**config.mk**
```make
export PLATFORM = sky130hd
export DESIGN_NAME = branch_resolver
export DESIGN_NICKNAME = d
export VERILOG_FILES = /design/src/rtl/rv_pkg.sv /design/src/rtl/comparer.sv /design/src/rtl/branch_resolver.sv
export SDC_FILE = /design/constraint.sdc
export NUM_CORES = 1
export LEC_CHECK = 0
export ABC_AREA = 1
export BUFFER_PORTS_ARGS = -buffer_cell sky130_fd_sc_hd__buf_2
export CAP_MARGIN = 20
export CORE_MARGIN = 2
export CORE_UTILIZATION = 25
export CTS_CLUSTER_SIZE = 16
export DETAILED_ROUTE_END_ITERATION = 6
export SYNTH_ARGS = -nofsm -noshare
export SYNTH_HDL_FRONTEND = slang
export SYNTH_SLANG_ARGS = --single-unit
export TNS_END_PERCENT = 100
```
**constraint.sdc**
```tcl
create_clock -name clk -period 2.6 [get_ports clk]
set_clock_uncertainty 0.05 [all_clocks]
set_input_delay 0.13 -clock clk [delete_from_list [all_inputs] [get_ports clk]]
set_output_delay 0.13 -clock clk [all_outputs]
set_load 0.05 [all_outputs]
```
**src/rtl/rv_pkg.sv**
```systemverilog
// rtl/rv_pkg.sv - shared RISC-V branch types, funct3 codes and result record
//
// Purpose: common definitions for the execute-stage branch path.
//   br_kind_e   : decoded control-transfer kind
//   F3_*        : branch comparison codes (RISC-V funct3)
//   br_result_t : registered outcome of one resolved branch/jump
package rv_pkg;

  // Datapath width the result record is built for; branch_resolver's XLEN
  // must match it.
  localparam int RV_XLEN = 32;

  typedef enum logic [1:0] {
    BR_COND = 2'd0,
    BR_JAL  = 2'd1,
    BR_JALR = 2'd2,
    BR_RSVD = 2'd3   // decodes as a never-taken conditional branch
  } br_kind_e;

  localparam logic [2:0] F3_BEQ  = 3'b000;
  localparam logic [2:0] F3_BNE  = 3'b001;
  localparam logic [2:0] F3_BLT  = 3'b100;
  localparam logic [2:0] F3_BGE  = 3'b101;
  localparam logic [2:0] F3_BLTU = 3'b110;
  localparam logic [2:0] F3_BGEU = 3'b111;

  typedef struct packed {
    logic               taken;
    logic [RV_XLEN-1:0] target;
    logic [RV_XLEN-1:0] link;
    logic               mispredict;
    logic               misaligned;
  } br_result_t;

endpackage

```
**src/rtl/comparer.sv**
```systemverilog
// rtl/comparer.sv - RISC-V branch condition evaluator
//
// Purpose: purely combinational compare of two operands by funct3 code.
// Ports:
//   funct3 : branch comparison code (BEQ/BNE/BLT/BGE/BLTU/BGEU)
//   a, b   : operands (rs1, rs2)
//   result : condition true; undefined codes evaluate false
module comparer
  import rv_pkg::*;
#(
  parameter int XLEN = 32
) (
  input  logic [2:0]      funct3,
  input  logic [XLEN-1:0] a,
  input  logic [XLEN-1:0] b,
  output logic            result
);

  logic eq;
  logic lt;
  logic ltu;

  assign eq  = (a == b);
  assign lt  = ($signed(a) < $signed(b));
  assign ltu = (a < b);

  always_comb begin
    result = 1'b0;
    case (funct3)
      F3_BEQ:  result = eq;
      F3_BNE:  result = !eq;
      F3_BLT:  result = lt;
      F3_BGE:  result = !lt;
      F3_BLTU: result = ltu;
      F3_BGEU: result = !ltu;
      default: result = 1'b0;
    endcase
  end

endmodule

```
**src/rtl/branch_resolver.sv**
```systemverilog
// rtl/branch_resolver.sv - execute-stage branch/jump resolution with redirect result
//
// Purpose: evaluates one branch/jump per handshake, computes target and link,
// compares against the fetch prediction and holds the outcome in a single-entry
// output register. Keeps saturating branch/mispredict statistics.
// Ports:
//   clk, rst_n         : clock, synchronous active-low reset
//   flush              : drop the held result and any same-cycle input
//   op_*               : request (valid/ready) with decoded branch fields
//   res_*              : registered result (valid/ready) toward PC/flush logic
//   stat_branches      : accepted ops (saturating)
//   stat_mispredicts   : loaded results that mispredicted (saturating)
module branch_resolver
  import rv_pkg::*;
#(
  parameter int XLEN  = 32,
  parameter int CNT_W = 32
) (
  input  logic             clk,
  input  logic             rst_n,
  input  logic             flush,
  input  logic             op_valid,
  output logic             op_ready,
  input  logic [1:0]       op_kind,
  input  logic [2:0]       op_funct3,
  input  logic [XLEN-1:0]  op_rs1,
  input  logic [XLEN-1:0]  op_rs2,
  input  logic [XLEN-1:0]  op_pc,
  input  logic [XLEN-1:0]  op_imm,
  input  logic             op_pred_taken,
  input  logic [XLEN-1:0]  op_pred_target,
  output logic             res_valid,
  input  logic             res_ready,
  output logic             res_taken,
  output logic [XLEN-1:0]  res_target,
  output logic [XLEN-1:0]  res_link,
  output logic             res_mispredict,
  output logic             res_misaligned,
  output logic [CNT_W-1:0] stat_branches,
  output logic [CNT_W-1:0] stat_mispredicts
);

  localparam logic [XLEN-1:0]  PC_STEP = XLEN'(4);
  localparam logic [CNT_W-1:0] CNT_ONE = CNT_W'(1);
  localparam logic [CNT_W-1:0] CNT_MAX = '1;

  br_kind_e   kind;
  logic       cond;
  logic       taken;
  logic [XLEN-1:0] pc_next;
  logic [XLEN-1:0] pc_rel;
  logic [XLEN-1:0] reg_rel;
  logic [XLEN-1:0] target;
  logic       misaligned;
  logic       mispredict;
  logic       accept;
  br_result_t res_d;
  br_result_t res_q;
  logic       valid_q;

  assign kind = br_kind_e'(op_kind);

  comparer #(.XLEN(XLEN)) u_comparer (
    .funct3 (op_funct3),
    .a      (op_rs1),
    .b      (op_rs2),
    .result (cond)
  );

  // All adders wrap modulo 2^XLEN.
  assign pc_next = op_pc + PC_STEP;
  assign pc_rel  = op_pc + op_imm;
  assign reg_rel = op_rs1 + op_imm;

  always_comb begin
    taken      = 1'b0;
    target     = pc_rel;
    case (kind)
      BR_COND: taken = cond;
      BR_JAL:  taken = 1'b1;
      BR_JALR: begin
        taken  = 1'b1;
        target = {reg_rel[XLEN-1:1], 1'b0};
      end
      default: taken = 1'b0;
    endcase
  end

  // A misaligned taken target always redirects so the trap path sees it,
  // even when the predictor happened to guess the same address.
  assign misaligned = taken && target[1];
  assign mispredict = (taken != op_pred_taken)
                    || (taken && op_pred_taken && (target != op_pred_target))
                    || misaligned;

  always_comb begin
    res_d            = '0;
    res_d.taken      = taken;
    res_d.target     = taken ? target : pc_next;
    res_d.link       = pc_next;
    res_d.mispredict = mispredict;
    res_d.misaligned = misaligned;
  end

  assign op_ready = !valid_q || res_ready;
  assign accept   = op_valid && op_ready && !flush;

  always_ff @(posedge clk) begin
    if (!rst_n) begin
      valid_q <= 1'b0;
      res_q   <= '0;
    end else if (flush) begin
      valid_q <= 1'b0;
    end else if (accept) begin
      valid_q <= 1'b1;
      res_q   <= res_d;
    end else if (res_ready) begin
      valid_q <= 1'b0;
    end
  end

  always_ff @(posedge clk) begin
    if (!rst_n) begin
      stat_branches    <= '0;
      stat_mispredicts <= '0;
    end else if (accept) begin
      if (stat_branches != CNT_MAX) begin
        stat_branches <= stat_branches + CNT_ONE;
      end
      if (res_d.mispredict && (stat_mispredicts != CNT_MAX)) begin
        stat_mispredicts <= stat_mispredicts + CNT_ONE;
      end
    end
  end

  assign res_valid      = valid_q;
  assign res_taken      = res_q.taken;
  assign res_target     = res_q.target;
  assign res_link       = res_q.link;
  assign res_mispredict = res_q.mispredict;
  assign res_misaligned = res_q.misaligned;

endmodule

```
==> flow_summary.json, run 1 <==
{
  "place_congestion": 0.939,
  "worstReg2RegStart": "stat_mispredicts[0]",
  "worst_path_largest_cell_delay_ns": 0.32,
  "crit_path_frequent_cell": "nand2_2",
  "drive_gt1_frac": 0.296,
  "grt_pass1_wl_mm": 88.8,
  "cp_num_buf_inv": 5,
  "dieArea_mm2": 0.0578,
  "synth_area_leaders": "nand2_1 (22%), dfxtp_1 (19%), inv_1 (13%)",
  "maxCapViolCount": 0,
  "slew-limit-headroom": 0.314,
  "critPathSlowestCell": "ha_1",
  "crit_cells": 27,
  "num_vias": 17600,
  "core_area_mm2": 0.0552,
  "io_buffers": 303,
  "ff2ff_path_depth": 17,
  "synth_top_cell_by_area": "nand2_1",
  "numCtsBuffers": 17,
  "p_leak_uw": 0.0111,
  "crit_path_end_kind": "flop",
  "power_uw": 8130,
  "setup_viol": 29,
  "yosysTopAreaCellShare": 0.220,
  "fin_crit_sh": 1.02,
  "timing.final.ws_setup_ns": -0.0647,
  "syn_area_mm2": 0.0140,
  "antenna_found_initial": 21,
  "cts_tree": "done",
  "htreeDepth": 4,
  "reg2reg_to": "stat_mispredicts[31]",
  "final_area_mm2": 0.0206,
  "grt_overflow": 0,
  "cp_data_required_time_ns": 2.92,
  "r2r_setup_slack_ns": 0.09,
  "clockBufferDepth": 2,
  "wl_mm": 59.2,
  "fin_util": 0.374,
  "synth_cell_type_count": 44,
  "viasPerCell": 4.51,
  "critPathKind": "in -> reg",
  "drv_slew": 0,
  "finalSetupTns_ns": -0.865,
  "die_x_um": 240,
  "clk_pin_slew_ns": 0.06,
  "wl_per_cell_um": 15.2,
  "finalNetCount": 3397,
  "place_area_mm2": 0.0187,
  "clock_latency_ns": 0.43,
  "hold_class": "in -> reg",
  "status": "finished with violations",
  "post-route-drc-count": 0,
  "firstDrtPassIters": 6,
  "yosys_warnings": 0,
  "grt_max_degree": 139,
  "dp_hpwl_mm": 49.2,
  "power_density_mw_per_mm2": 394,
  "antenna_left": 0,
  "startpoint_type": "input port",
  "path_max_fanout": 8,
  "whs_ns": 0.114,
  "area_growth_pct": 47.7,
  "die_y_um": 240,
  "ys_seq_area_frac": 0.189,
  "cts.sinks": 132,
  "crit_path_end": "stat_mispredicts[20]",
  "start_util": 0.253,
  "first_iter_violations": 926,
  "violations": "negative setup slack",
  "syn_nets": 2802,
  "grt_util_all_layers": 0.200,
  "crit_family": "simple AND/OR/NAND/NOR gates",
  "finalHoldViolCount": 0,
  "fill_cells": 6103,
  "ir_worst_vdd_mv": 0.437,
  "startpoint": "op_pc[1]",
  "rsz0062_at_grt": "yes",
  "crit_arrival_ns": 2.99,
  "synth-seq-cells": 132,
  "tightest_slew_ns": 1.03,
  "postSynthAreaPerCell_um2": 5.53,
  "finalCriticalPeriod_ns": 2.66,
  "io_pins": 304,
  "syn_inst": 2529,
  "num_rows": 86,
  "first_global_vias": 16300,
  "cts-root-buf": "clkbuf_16",
  "fmax_mhz": 375
}
-- where the power goes --
part / total [uW] / internal [uW] / switching [uW]
Combinational: 3650 / 1480 / 2180
Sequential: 2160 / 2110 / 47.9
Clock: 2320 / 1340 / 980
Total: 8130 / 4930 / 3200
-- placed cells by master, fill, tap and decap left out, drive strengths merged --
cell | Yosys | layout
a211oi | 1 | 1
a21o | 3 | 3
a21oi | 114 | 114
a31oi | 3 | 3
and2 | 2 | 2
and3 | 1 | 1
buf | 24 | 624
bufinv | 0 | 1
clkbuf | 28 | 18
clkinv | 11 | 17
clkinvlp | 0 | 5
dfxtp | 132 | 132
diode | 0 | 13
dlygate4sd3 | 0 | 3
fa | 2 | 2
ha | 100 | 100
inv | 482 | 484
nand2 | 831 | 832
nand2b | 1 | 1
nand3 | 251 | 251
nand3b | 19 | 19
nand4 | 65 | 65
nor2 | 247 | 247
nor3 | 54 | 54
nor3b | 4 | 4
nor4 | 16 | 16
o211ai | 26 | 26
o21a | 2 | 2
o21ai | 63 | 63
o21bai | 6 | 6
o22ai | 1 | 1
or2 | 9 | 9
or3 | 1 | 1
xnor2 | 9 | 9
xor2 | 21 | 21
-- Yosys cell counts, drive strengths merged --
| cell | instances |
|---|---|
| o211ai | 26 |
| dfxtp | 132 |
| a21o | 3 |
| nand4 | 65 |
| o21ai | 63 |
| o22ai | 1 |
| a211oi | 1 |
| nor3b | 4 |
| and3 | 1 |
| a21oi | 114 |
| fa | 2 |
| inv | 482 |
| o21bai | 6 |
| clkinv | 11 |
| o21a | 2 |
| ha | 100 |
| xnor2 | 9 |
| and2 | 2 |
| clkbuf | 28 |
| a31oi | 3 |
| nor3 | 54 |
| xor2 | 21 |
| nor4 | 16 |
| buf | 24 |
| nand2 | 831 |
| nand3b | 19 |
| nor2 | 247 |
| or3 | 1 |
| nand2b | 1 |
| nand3 | 251 |
| or2 | 9 |
-- worst min-delay path, stage by stage --
cell and delay (ns):
buf_2 0.12, buf_4 0.16, nand2_1 0.07, a21oi_1 0.06
-- through the flow --
step / setup WS [ns] / cells
global route: -0.326 / 3897
finish: -0.0647 / 3898
detailed placement: -0.862 / 3829
CTS: -0.0948 / 3879
global placement: -0.857 / 3829
floorplan: -0.00526 / 2529
-- final cells by class --
cell class	count	area [um2]	share of cell area
repair buffers	627	4190	0.203
diodes	13	32.5	0.00158
flip-flops and latches	132	2650	0.128
well taps	748	936	0.0453
clock inverters	14	130	0.00630
clock buffers	18	439	0.0213
multi-input cells	1853	10400	0.503
inverters	493	1880	0.0910
-- routing by layer --
metal  up-vias  wire [um]  global-route usage
met5         -         83                   0
met4        12       1210              0.0557
met3        75       3090              0.0293
met2       399      28400               0.347
met1      7917      26500               0.256
li1       9191          -                   -
-- sequential cells by signal, summed over array words and instances, names as in the netlist --
register,cells
res_misaligned,1
res_taken,1
stat_branches,32
res_valid,1
res_link,32
stat_mispredicts,32
res_mispredict,1
res_target,32
-- worst min-delay path by stage --
stage | start | to | slack [ns] | cells after the start
2_1_floorplan | flush | res_valid | 0.16 | 1
5_1_grt | op_pc[1] | res_link[1] | 0.13 | 4
6_report | op_pc[1] | res_link[1] | 0.11 | 4
3_3_place_gp | flush | res_valid | 0.32 | 2
3_5_place_dp | flush | res_valid | 0.32 | 2
4_1_cts | op_pc[2] | res_link[2] | 0.07 | 5
-- cell families after synthesis --
family,count (synthesis),share of synthesized area
AND/OR/NAND/NOR,1501,0.463
XOR/XNOR,30,0.0188
adder cells (fa/ha/maj),102,0.0924
flip-flops,132,0.189
AO/OA/AOI/OAI,219,0.0861
buffers and inverters,545,0.151
-- timing repair --
action                                  4_1_cts  5_1_grt
pin swaps                                    54       56
endpoints found under the setup margin       56       72
gates resized for setup                      83      160
gates cloned                                  5        0
setup buffers                                10        6
endpoints found under the hold margin         2        0
hold buffers                                  3        0
Power figures use the tool's default switching activity.
==> run 2: changes to the inputs <==
--- a/config.mk
+++ b/config.mk
@@ -6,12 +6,12 @@
 export NUM_CORES = 1
 export LEC_CHECK = 0
 export ABC_AREA = 1
-export BUFFER_PORTS_ARGS = -buffer_cell sky130_fd_sc_hd__buf_2
 export CAP_MARGIN = 20
 export CORE_MARGIN = 2
 export CORE_UTILIZATION = 25
 export CTS_CLUSTER_SIZE = 16
 export DETAILED_ROUTE_END_ITERATION = 6
+export DONT_BUFFER_PORTS = 1
 export SYNTH_ARGS = -nofsm -noshare
 export SYNTH_HDL_FRONTEND = slang
 export SYNTH_SLANG_ARGS = --single-unit
==> flow_summary.json, run 2 (synthesis results as in run 1) <==
{
  "fmax_mhz": 393,
  "place_congestion": 0.917,
  "power_frac_seq": 0.307,
  "first_global_vias": 15300,
  "grt_pass1_wl_mm": 86.8,
  "cts.sinks": 132,
  "grt_util_all_layers": 0.199,
  "cts_tree": "done",
  "grt_max_degree": 139,
  "whs_endpoint": "res_link[7]",
  "clockBufferDepth": 2,
  "wl_mm": 59.9,
  "p_switching_uw": 2990,
  "register_area_mm2": 0.00265,
  "whs_ns": 0.0301,
  "cp_data_required_time_ns": 2.87,
  "num_vias": 16600,
  "crit_path_frequent_cell": "nand2_1",
  "dieArea_mm2": 0.0578,
  "hold_class": "in -> reg",
  "setup_viol": 0,
  "p_sw_frac": 0.371,
  "layout_common_cells": "nand2_1 (762), inv_1 (457), buf_4 (294)",
  "worst_path_largest_cell_delay_ns": 0.39,
  "power_density_mw_per_mm2": 418,
  "num_rows": 86,
  "clock_latency_ns": 0.43,
  "finalCriticalPeriod_ns": 2.54,
  "hp-start": "op_pc[6]",
  "antenna_found_initial": 1,
  "io_pins": 304,
  "holdPathStages": 4,
  "r2r_setup_slack_ns": 0.12,
  "maxCapViolCount": 0,
  "firstDrtPassIters": 6,
  "finalNetCount": 3111,
  "drive_gt1_frac": 0.218,
  "p_int_uw": 5060,
  "fin_util": 0.349,
  "cts-root-buf": "clkbuf_16",
  "multiInputGateArea_mm2": 0.0104,
  "path_cells": "ha_4 > fa_2 > or2_4 > nand2_2 > nand2_1 > nand2_1 > nand2_1 > nor2_1 > nand3_1 > nor2_2 > nand3_2 > nor2_1 > nand2_1 > nor2_4 > nand2_1 > nor2_1 > nand2_1 > nand2_4 > nand2_8 > clkbuf_16 > nand3_2 > nand2_1 > inv_1 > nor2_1",
  "start_util": 0.253,
  "antenna_left": 0,
  "die_y_um": 240,
  "drv_slew": 0,
  "grt_overflow": 0,
  "finalSetupTns_ns": 0,
  "ff2ff_path_depth": 17,
  "io_buffers": 0,
  "core_area_mm2": 0.0552,
  "area_growth_pct": 37.8,
  "critPathKind": "in -> reg",
  "wl_per_cell_um": 16.6,
  "ir_worst_vdd_mv": 0.356,
  "die_x_um": 240,
  "slew-limit-headroom": 0.454,
  "fin_crit_sh": 0.978,
  "reg2reg_to": "stat_mispredicts[30]",
  "startpoint_type": "input port",
  "path_max_fanout": 7,
  "p_leak_uw": 0.00987,
  "viasPerCell": 4.60,
  "status": "finished clean",
  "layout_commonest_cell": "nand2_1",
  "finalHoldViolCount": 0,
  "pwr-share-comb": 0.366,
  "rsz0062_at_grt": "yes",
  "post-route-drc-count": 0,
  "dp_hpwl_mm": 48.8,
  "crit_path_end_kind": "flop",
  "worstReg2RegStart": "stat_mispredicts[0]",
  "crit_arrival_ns": 2.82,
  "numCtsBuffers": 17,
  "fill_cells": 6081,
  "clk_pin_slew_ns": 0.06,
  "first_iter_violations": 976,
  "tightest_slew_ns": 0.814,
  "htreeDepth": 4,
  "clkPwrFrac": 0.328,
  "critPathSlowestCell": "fa_2"
}
run 2: final cells by class:
| cell class | count | share of cell area |
|---|---|---|
| repair buffers | 341 | 0.145 |
| well taps | 748 | 0.0486 |
| clock inverters | 11 | 0.00897 |
| inverters | 493 | 0.0976 |
| multi-input cells | 1853 | 0.538 |
| diodes | 1 | 0.000130 |
| clock buffers | 21 | 0.0244 |
| flip-flops and latches | 132 | 0.137 |
run 2: stage by stage:
step,area (um2),setup WS [ns],total power [uW],std cells
after CTS,18200,0.0123,7850,3584
final,19300,0.0562,8050,3600
after global placement,17100,-0.734,5030,3517
after detailed placement,17100,-0.741,5050,3517
after floorplan,14200,-0.00526,4080,2529
after global routing,19300,-0.172,8570,3600
run 2: critical path: cells and delay by family:
kind | cells | cell delay (ns)
buffers and inverters | 2 | 0.24
adders and majority gates | 2 | 0.54
and+or+nand+nor | 20 | 1.90
run 2: power groups by stage:
stage | clock network (uW) | logic, uW | registers, uW
global placement | 0 | 2520 | 2510
floorplan | 0 | 1600 | 2480
finish | 2640 | 2940 | 2470
global route | 2800 | 3290 | 2480
detailed placement | 0 | 2530 | 2510
CTS | 2720 | 2660 | 2470
run 2: worst max path at each step:
stage                           from                   end  slack [ns]  cells after the start
after CTS                 op_rs2[27]  stat_mispredicts[22]        0.01                     26
after global routing        op_pc[0]  stat_mispredicts[31]       -0.17                     25
after floorplan           op_rs2[21]   stat_mispredicts[7]      -0.005                     28
final                       op_pc[0]  stat_mispredicts[15]        0.06                     24
after detailed placement  op_rs2[30]  stat_mispredicts[15]       -0.74                     27
after global placement    op_rs2[30]   stat_mispredicts[6]       -0.73                     27
run 2: routing by layer:
| metal | routed length, um | vias up | global-route usage |
|---|---|---|---|
| met2 | 27500 | 469 | 0.331 |
| met1 | 24500 | 7402 | 0.238 |
| met4 | 2360 | 0 | 0.0774 |
| li1 | - | 8590 | - |
| met3 | 5520 | 102 | 0.0618 |
| met5 | 0 | - | 0 |
run 2: timing repair:
action                                 4_1_cts  5_1_grt
buffers inserted                             0       11
endpoints found under the hold margin      104        0
gates resized for setup                     12      226
hold buffers                                34        0
pin swaps                                    1       78
cloned                                       1        4
setup endpoints to repair                   33       56
